==> src/rtl/rename_regfile_ckpt_if.sv <==
// rtl/rename_regfile_ckpt_if.sv - operand, rename, commit and checkpoint bus for rename_regfile_ckpt
interface rename_regfile_ckpt_if #(
    parameter int XLEN          = 32,
    parameter int ROB_WIDTH_BIT = 4,
    parameter int NUM_READ      = 2,
    parameter int NUM_CKPT      = 4
);
    localparam int RWB = ROB_WIDTH_BIT;
    localparam int CW  = $clog2(NUM_CKPT);

    logic [NUM_READ*5-1:0]    ask_reg_id;
    logic [NUM_READ*XLEN-1:0] ret_val;
    logic [NUM_READ-1:0]      ret_dep;
    logic [NUM_READ*RWB-1:0]  ret_rob_id;
    logic [NUM_READ*RWB-1:0]  rob_query_id;
    logic [NUM_READ-1:0]      rob_query_ready;
    logic [NUM_READ*XLEN-1:0] rob_query_val;
    logic [4:0]               new_reg_id;
    logic [RWB-1:0]           new_rob_id;
    logic [4:0]               write_reg_id;
    logic [RWB-1:0]           write_rob_id;
    logic [XLEN-1:0]          write_val;
    logic                     ckpt_save_in;
    logic [CW-1:0]            ckpt_id_out;
    logic                     ckpt_full_out;
    logic                     ckpt_empty_out;
    logic                     ckpt_release_in;
    logic                     ckpt_restore_in;
    logic [CW-1:0]            ckpt_restore_id;

    modport master (
        output ask_reg_id, rob_query_ready, rob_query_val,
        output new_reg_id, new_rob_id, write_reg_id, write_rob_id, write_val,
        output ckpt_save_in, ckpt_release_in, ckpt_restore_in, ckpt_restore_id,
        input  ret_val, ret_dep, ret_rob_id, rob_query_id,
        input  ckpt_id_out, ckpt_full_out, ckpt_empty_out
    );

    modport slave (
        input  ask_reg_id, rob_query_ready, rob_query_val,
        input  new_reg_id, new_rob_id, write_reg_id, write_rob_id, write_val,
        input  ckpt_save_in, ckpt_release_in, ckpt_restore_in, ckpt_restore_id,
        output ret_val, ret_dep, ret_rob_id, rob_query_id,
        output ckpt_id_out, ckpt_full_out, ckpt_empty_out
    );
endinterface

==> src/rtl/rename_regfile_ckpt.sv <==
// rtl/rename_regfile_ckpt.sv - register file and rename table with a ring of tag-table checkpoints
module rename_regfile_ckpt #(
    parameter int XLEN          = 32,
    parameter int ROB_WIDTH_BIT = 4,
    parameter int NUM_READ      = 2,
    parameter int NUM_CKPT      = 4
) (
    input logic clk_in,
    input logic rst_n_in,
    input logic rdy_in,
    input logic flush_in,
    rename_regfile_ckpt_if.slave bus
);
    localparam int RWB = ROB_WIDTH_BIT;
    localparam int CW  = $clog2(NUM_CKPT);

    logic [XLEN-1:0]                     regs [32];
    logic [31:0]                         busy;
    logic [31:0][RWB-1:0]                tags;
    logic [NUM_CKPT-1:0][31:0]           snap_busy;
    logic [NUM_CKPT-1:0][31:0][RWB-1:0]  snap_tag;
    logic [CW-1:0]                       head, tail;
    logic [CW:0]                         count;

    logic          full, empty, commit_en, rename_en, save_en, release_en;
    logic [31:0]   busy_n, restored_busy;
    logic [31:0][RWB-1:0] tags_n;
    logic [CW-1:0] restore_rel;
    logic [CW:0]   restore_cnt;
    logic          restore_valid;
    logic [4:0]    rsel;
    logic          hit, bsy;
    logic [RWB-1:0] tg;

    assign full       = (count == (CW+1)'(NUM_CKPT));
    assign empty      = (count == '0);
    assign commit_en  = (bus.write_reg_id != 5'd0);
    assign rename_en  = (bus.new_reg_id != 5'd0);
    assign save_en    = bus.ckpt_save_in && !full && !bus.ckpt_restore_in;
    // A restore of the head slot keeps that slot, so a same-cycle release must not retire it.
    assign release_en = bus.ckpt_release_in && !empty &&
                        !(bus.ckpt_restore_in && bus.ckpt_restore_id == head);

    assign bus.ckpt_id_out    = tail;
    assign bus.ckpt_full_out  = full;
    assign bus.ckpt_empty_out = empty;

    always_comb begin
        busy_n = busy;
        tags_n = tags;
        if (commit_en && bus.write_reg_id != bus.new_reg_id && tags[bus.write_reg_id] == bus.write_rob_id)
            busy_n[bus.write_reg_id] = 1'b0;
        if (rename_en) begin
            busy_n[bus.new_reg_id] = 1'b1;
            tags_n[bus.new_reg_id] = bus.new_rob_id;
        end
        restored_busy = snap_busy[bus.ckpt_restore_id];
        if (commit_en && snap_tag[bus.ckpt_restore_id][bus.write_reg_id] == bus.write_rob_id)
            restored_busy[bus.write_reg_id] = 1'b0;
        restore_rel   = bus.ckpt_restore_id - head;
        restore_cnt   = {1'b0, restore_rel} + (CW+1)'(1) - (CW+1)'(release_en);
        restore_valid = ({1'b0, restore_rel} < count);
    end

    always_comb begin
        bus.ret_val      = '0;
        bus.ret_dep      = '0;
        bus.ret_rob_id   = '0;
        bus.rob_query_id = '0;
        rsel = '0;
        hit  = 1'b0;
        bsy  = 1'b0;
        tg   = '0;
        for (int p = 0; p < NUM_READ; p++) begin
            rsel = bus.ask_reg_id[p*5 +: 5];
            hit  = rename_en && (rsel == bus.new_reg_id);
            bsy  = (busy[rsel] || hit) && (rsel != 5'd0);
            tg   = hit ? bus.new_rob_id : tags[rsel];
            bus.ret_rob_id[p*RWB +: RWB]   = tg;
            bus.rob_query_id[p*RWB +: RWB] = tg;
            bus.ret_dep[p] = bsy && !bus.rob_query_ready[p];
            if (rsel == 5'd0)
                bus.ret_val[p*XLEN +: XLEN] = '0;
            else if (bsy)
                bus.ret_val[p*XLEN +: XLEN] = bus.rob_query_val[p*XLEN +: XLEN];
            else
                bus.ret_val[p*XLEN +: XLEN] = regs[rsel];
        end
    end

    always_ff @(posedge clk_in or negedge rst_n_in) begin
        if (!rst_n_in) begin
            for (int i = 0; i < 32; i++) regs[i] <= '0;
            busy      <= '0;
            tags      <= '0;
            snap_busy <= '0;
            snap_tag  <= '0;
            head      <= '0;
            tail      <= '0;
            count     <= '0;
        end else if (rdy_in) begin
            if (commit_en) regs[bus.write_reg_id] <= bus.write_val;
            if (flush_in) begin
                busy  <= '0;
                tags  <= '0;
                head  <= '0;
                tail  <= '0;
                count <= '0;
            end else begin
                // Clearing every slot is safe: invalid slots are fully rewritten before use.
                for (int i = 0; i < NUM_CKPT; i++)
                    if (commit_en && snap_tag[i][bus.write_reg_id] == bus.write_rob_id)
                        snap_busy[i][bus.write_reg_id] <= 1'b0;
                if (bus.ckpt_restore_in) begin
                    busy  <= restored_busy;
                    tags  <= snap_tag[bus.ckpt_restore_id];
                    tail  <= bus.ckpt_restore_id + CW'(1);
                    count <= restore_cnt;
                end else begin
                    busy <= busy_n;
                    tags <= tags_n;
                    if (save_en) begin
                        snap_busy[tail] <= busy_n;
                        snap_tag[tail]  <= tags_n;
                        tail            <= tail + CW'(1);
                    end
                    count <= count + (CW+1)'(save_en) - (CW+1)'(release_en);
                end
                if (release_en) head <= head + CW'(1);
            end
        end
    end

    a_restore_valid: assert property (@(posedge clk_in) disable iff (!rst_n_in)
        (rdy_in && !flush_in && bus.ckpt_restore_in) |-> restore_valid);
endmodule
==> src/flat_wrapper.sv <==
// flat-port wrapper written by rule: the top's interface ports become plain ports
module rename_regfile_ckpt_flat 
#(
    parameter int XLEN          = 32,
    parameter int ROB_WIDTH_BIT = 4,
    parameter int NUM_READ      = 2,
    parameter int NUM_CKPT      = 4
)
  (clk_in, rst_n_in, rdy_in, flush_in, bus_ask_reg_id, bus_rob_query_ready, bus_rob_query_val, bus_new_reg_id, bus_new_rob_id, bus_write_reg_id, bus_write_rob_id, bus_write_val, bus_ckpt_save_in, bus_ckpt_release_in, bus_ckpt_restore_in, bus_ckpt_restore_id, bus_ret_val, bus_ret_dep, bus_ret_rob_id, bus_rob_query_id, bus_ckpt_id_out, bus_ckpt_full_out, bus_ckpt_empty_out);
  rename_regfile_ckpt_if #(.XLEN(XLEN), .ROB_WIDTH_BIT(ROB_WIDTH_BIT), .NUM_READ(NUM_READ), .NUM_CKPT(NUM_CKPT)) bus_i ();
  input logic clk_in;
  input logic rst_n_in;
  input logic rdy_in;
  input logic flush_in;
  input wire logic [$bits(bus_i.ask_reg_id)-1:0] bus_ask_reg_id;
  input wire logic [$bits(bus_i.rob_query_ready)-1:0] bus_rob_query_ready;
  input wire logic [$bits(bus_i.rob_query_val)-1:0] bus_rob_query_val;
  input wire logic [$bits(bus_i.new_reg_id)-1:0] bus_new_reg_id;
  input wire logic [$bits(bus_i.new_rob_id)-1:0] bus_new_rob_id;
  input wire logic [$bits(bus_i.write_reg_id)-1:0] bus_write_reg_id;
  input wire logic [$bits(bus_i.write_rob_id)-1:0] bus_write_rob_id;
  input wire logic [$bits(bus_i.write_val)-1:0] bus_write_val;
  input wire logic [$bits(bus_i.ckpt_save_in)-1:0] bus_ckpt_save_in;
  input wire logic [$bits(bus_i.ckpt_release_in)-1:0] bus_ckpt_release_in;
  input wire logic [$bits(bus_i.ckpt_restore_in)-1:0] bus_ckpt_restore_in;
  input wire logic [$bits(bus_i.ckpt_restore_id)-1:0] bus_ckpt_restore_id;
  output wire logic [$bits(bus_i.ret_val)-1:0] bus_ret_val;
  output wire logic [$bits(bus_i.ret_dep)-1:0] bus_ret_dep;
  output wire logic [$bits(bus_i.ret_rob_id)-1:0] bus_ret_rob_id;
  output wire logic [$bits(bus_i.rob_query_id)-1:0] bus_rob_query_id;
  output wire logic [$bits(bus_i.ckpt_id_out)-1:0] bus_ckpt_id_out;
  output wire logic [$bits(bus_i.ckpt_full_out)-1:0] bus_ckpt_full_out;
  output wire logic [$bits(bus_i.ckpt_empty_out)-1:0] bus_ckpt_empty_out;
  assign bus_i.ask_reg_id = bus_ask_reg_id;
  assign bus_i.rob_query_ready = bus_rob_query_ready;
  assign bus_i.rob_query_val = bus_rob_query_val;
  assign bus_i.new_reg_id = bus_new_reg_id;
  assign bus_i.new_rob_id = bus_new_rob_id;
  assign bus_i.write_reg_id = bus_write_reg_id;
  assign bus_i.write_rob_id = bus_write_rob_id;
  assign bus_i.write_val = bus_write_val;
  assign bus_i.ckpt_save_in = bus_ckpt_save_in;
  assign bus_i.ckpt_release_in = bus_ckpt_release_in;
  assign bus_i.ckpt_restore_in = bus_ckpt_restore_in;
  assign bus_i.ckpt_restore_id = bus_ckpt_restore_id;
  assign bus_ret_val = bus_i.ret_val;
  assign bus_ret_dep = bus_i.ret_dep;
  assign bus_ret_rob_id = bus_i.ret_rob_id;
  assign bus_rob_query_id = bus_i.rob_query_id;
  assign bus_ckpt_id_out = bus_i.ckpt_id_out;
  assign bus_ckpt_full_out = bus_i.ckpt_full_out;
  assign bus_ckpt_empty_out = bus_i.ckpt_empty_out;
  rename_regfile_ckpt #(.XLEN(XLEN), .ROB_WIDTH_BIT(ROB_WIDTH_BIT), .NUM_READ(NUM_READ), .NUM_CKPT(NUM_CKPT)) u_core (.clk_in(clk_in), .rst_n_in(rst_n_in), .rdy_in(rdy_in), .flush_in(flush_in), .bus(bus_i));
endmodule
==> config.mk <==
export PLATFORM = sky130hd
export DESIGN_NAME = rename_regfile_ckpt_flat
export DESIGN_NICKNAME = d
export VERILOG_FILES = /design/src/rtl/rename_regfile_ckpt_if.sv /design/src/rtl/rename_regfile_ckpt.sv /design/src/flat_wrapper.sv
export SDC_FILE = /design/constraint.sdc
export NUM_CORES = 2
export LEC_CHECK = 0
export CELL_PAD_IN_SITES_DETAIL_PLACEMENT = 0
export CELL_PAD_IN_SITES_GLOBAL_PLACEMENT = 2
export CORE_MARGIN = 10
export CORE_UTILIZATION = 49
export DETAILED_ROUTE_END_ITERATION = 8
export HOLD_SLACK_MARGIN = 0.03
export PLACE_DENSITY = 0.92
export SLEW_MARGIN = 5
export SYNTH_ARGS = -nofsm -noshare
export SYNTH_HDL_FRONTEND = slang
export SYNTH_SLANG_ARGS = --single-unit
==> constraint.sdc <==
create_clock -name clk_in -period 9.6 [get_ports clk_in]
set_clock_uncertainty 0.1 [all_clocks]
set_input_delay 1.44 -clock clk_in [delete_from_list [all_inputs] [get_ports clk_in]]
set_output_delay 1.44 -clock clk_in [all_outputs]
set_load 0.01 [all_outputs]
==> impl_metrics.csv <==
group,metric,value,unit
clocking,worstSkewPairLatency,0.86,ns
routing,vias,71900,
sta,fin_crit,7.46,ns
sta,fin_hold_ws,0.295,ns
finish,post-route-util,54.5,%
global_routing,grt_util_all_layers,29.6,%
global_routing,antenna_found_initial,15,
logic_synthesis,ys_top_cells_by_count,"1831 x dfrtp_1, 1094 x mux4_2, 1005 x mux2_2",
routing,drc,0,
finish,layout-drive-gt1-share,34.8,%
global_routing,grt_pass1_vias,72400,
place,dp_hpwl,197,mm
global_routing,grt_max_degree,199,
clocking,post_cts_buffers,0,
sta,fin_tns_setup,0,ns
logic_synthesis,syn_nets,7958,
setup_path,critPathSlowestCell,"a211oi_1",
setup_path,path_max_fanout,69,
floorplanning,core_area,0.207,mm²
setup_path,cp-end-kind,"output pin",
routing,drtIter0Drc,8854,
clocking,cts.path.max_buffers,3,
sta,tightest_slew,1.34,ns
logic_synthesis,synth_async_sr_flop_share,100,%
logic_synthesis,ys_seq_area_share,45.1,%
global_routing,grt_pass1_wl,499,mm
finish,nets,7687,
logic_synthesis,synth_ff_type,"dfrtp_1",
logic_synthesis,yosysUniqueCellTypes,65,
run_status,outcome,"complete, no violations",
min_path,min_path_type,"register to register",
floorplanning,die_y,475,µm
logic_synthesis,synth-seq-cells,1831,
clocking,h-tree-depth,4,
clocking,holdBufCountCts,0,
logic_synthesis,synth_top_area_cell,"dfrtp_1",
run,cap_violations,0,
finish,fill_cells,16800,
setup_path,start_kind,"input pin",
logic_synthesis,syn-cell-area,0.102,mm²
routing,wl_per_cell,32.4,µm
sta,rsz0062_at_grt,"false",
setup_path,critPathKind,"input pin to output pin",
logic_synthesis,synth_top_area_share,45.1,%
logic_synthesis,netlist_instances,7817,
floorplanning,die_w,475,µm
floorplanning,start_util,49.1,%
logic_synthesis,syn-mean-instance-area,13.0,µm²
setup_path,cp_slowest_stage_delay,0.95,ns
finish,synthToLayoutAreaGrowth,10.8,%
routing,wl,337,mm
setup_path,worstPathArrival,5.92,ns
global_routing,grt-ovfl-total,0,
power_and_ir_drop,vdd_drop_max,0.000206,V
clocking,cts_resized,0,
sta,fin_crit_sh,77.8,%
clocking,cts_root_buf,"clkbuf_16",
power_and_ir_drop,power,23.8,mW
clocking,cts_buffers,198,
logic_synthesis,synth_edf_count,0,
sta,drv_slew,0,
place,routabilityCongestion,0.912,
setup_path,crit_top_cell,"buf_4",
clocking,clk_pin_slew,0.06,ns
setup_path,path_cells,"buf_8 -> buf_4 -> a21oi_1 -> nor3_1 -> a31oi_1 -> nor4_2 -> buf_4 -> a211oi_4 -> buf_4 -> a211oi_1 -> clkdlybuf4s50_1",
logic_synthesis,synth_area_leaders,"dfrtp_1 45%, mux4_2 24%, mux2_2 11%",
sta,fmax,134,MHz
floorplanning,num_rows,167,
setup_path,cp.required,8.06,ns
place,port_buffers,220,
sta,setup_viol,0,
routing,ant_nets,0,
routing,firstDrtPassIters,8,
clocking,tritoncts,"built",
logic_synthesis,yosysMostFrequentCell,"dfrtp_1",
sta,relSlewSlack,10.4,%
floorplanning,die_area,0.226,mm²
routing,vias_per_cell,6.90,
power_and_ir_drop,p_leak,47.1,nW
clocking,cts.sinks,1831,
power_and_ir_drop,p_per_area,212,mW/mm²
logic_synthesis,yosys_warnings,0,
sta,finalHoldViolCount,0,
floorplanning,io_pins,221,
through the flow:
step,cell area [µm²],std cells,worst slack [ns]
floorplan,102000,7817,3.58
global placement,106000,10100,2.09
detailed placement,106000,10100,2.02
CTS,113000,10400,2.02
global route,113000,10400,1.84
finish,113000,10400,2.14
sequential cells by signal, summed over array words and instances (netlist names):
name / cells
u_core.regs: 1024
u_core.snap_tag: 512
u_core.snap_busy: 128
u_core.tags: 128
u_core.busy: 32
u_core.count: 3
u_core.bus.ckpt_id_out: 2
u_core.head: 2
worst paths after layout:
kind                                     end  slack, ns            startpoint  cells after the start
setup reg to reg              u_core.busy[6]       5.45  u_core.snap_tag[426]                     10
hold / removal             u_core.regs[1012]       0.30     u_core.regs[1012]                      0
setup / recovery             bus_ret_val[62]       2.14     bus_ask_reg_id[5]                     11
min in group asynchronous   u_core.regs[868]       0.43              rst_n_in                      1
hold reg to reg            u_core.regs[1012]       0.30     u_core.regs[1012]                      0
max in group asynchronous   u_core.regs[914]       6.75              rst_n_in                      3
cells by family after synthesis:
family,after synthesis,share of synthesized area (%)
compound gates,1485,8.22
xor+xnor,43,0.371
fa+ha+maj,6,0.0813
buf+inv,990,3.88
flops,1831,45.1
mux,2321,37.6
simple gates,1141,4.73
worst max-delay path: cells and delay by family:
family	cells	cell delay, ns
simple gates	2	0.36
buf+inv	5	2.67
compound gates	4	1.35
report_power, final:
group | internal, mW | switching (mW) | total (mW)
Combinational | 2.94 | 2.38 | 5.32
Sequential | 9.15 | 1.21 | 10.4
Clock | 4.77 | 3.35 | 8.12
area by class of cell:
cell class	count	area (µm²)	share of cell area [%]
Clock inverter	91	1240	1.11
Antenna cell	8	20.0	0.0178
Timing Repair Buffer	375	3770	3.35
Clock buffer	274	5680	5.05
Sequential cell	1831	45800	40.7
Tap cell	2704	3380	3.01
Multi-Input combinational cell	4996	52100	46.3
Inverter	144	541	0.480
placed cells by master, fill, tap and decap left out, types with 11 or more instances in the layout:
cell and count:
clkdlybuf4s50_1 203, bufinv_16 23, nor2b_1 11, a211o_1 16, nand4_1 27, mux2_2 1005
clkbuf_8 43, clkinv_2 40, o22ai_1 137, a211oi_1 67, clkbuf_16 199, a21oi_1 552
o21ai_0 516, mux2i_1 222, nor2_1 492, dfrtp_1 1831, a311o_1 15, and3_1 21
nand2_2 26, buf_12 28, a31oi_1 29, nand3_1 34, nand2_1 411, a22oi_1 104
nor2_2 16, buf_4 131, inv_1 141, xnor2_1 16, clkbuf_1 33, nor3_1 12
xor2_1 27, mux4_2 1094
per-layer routing:
metal / wire length, µm / GRT usage (%) / vias up
met3: 31900 / 7.10 / 1041
met1: 128000 / 38.9 / 37800
met2: 155000 / 45.4 / 3924
li1: - / - / 29200
met5: 34 / 0 / -
met4: 22400 / 16.3 / 6
Power figures use the tool's default switching activity.
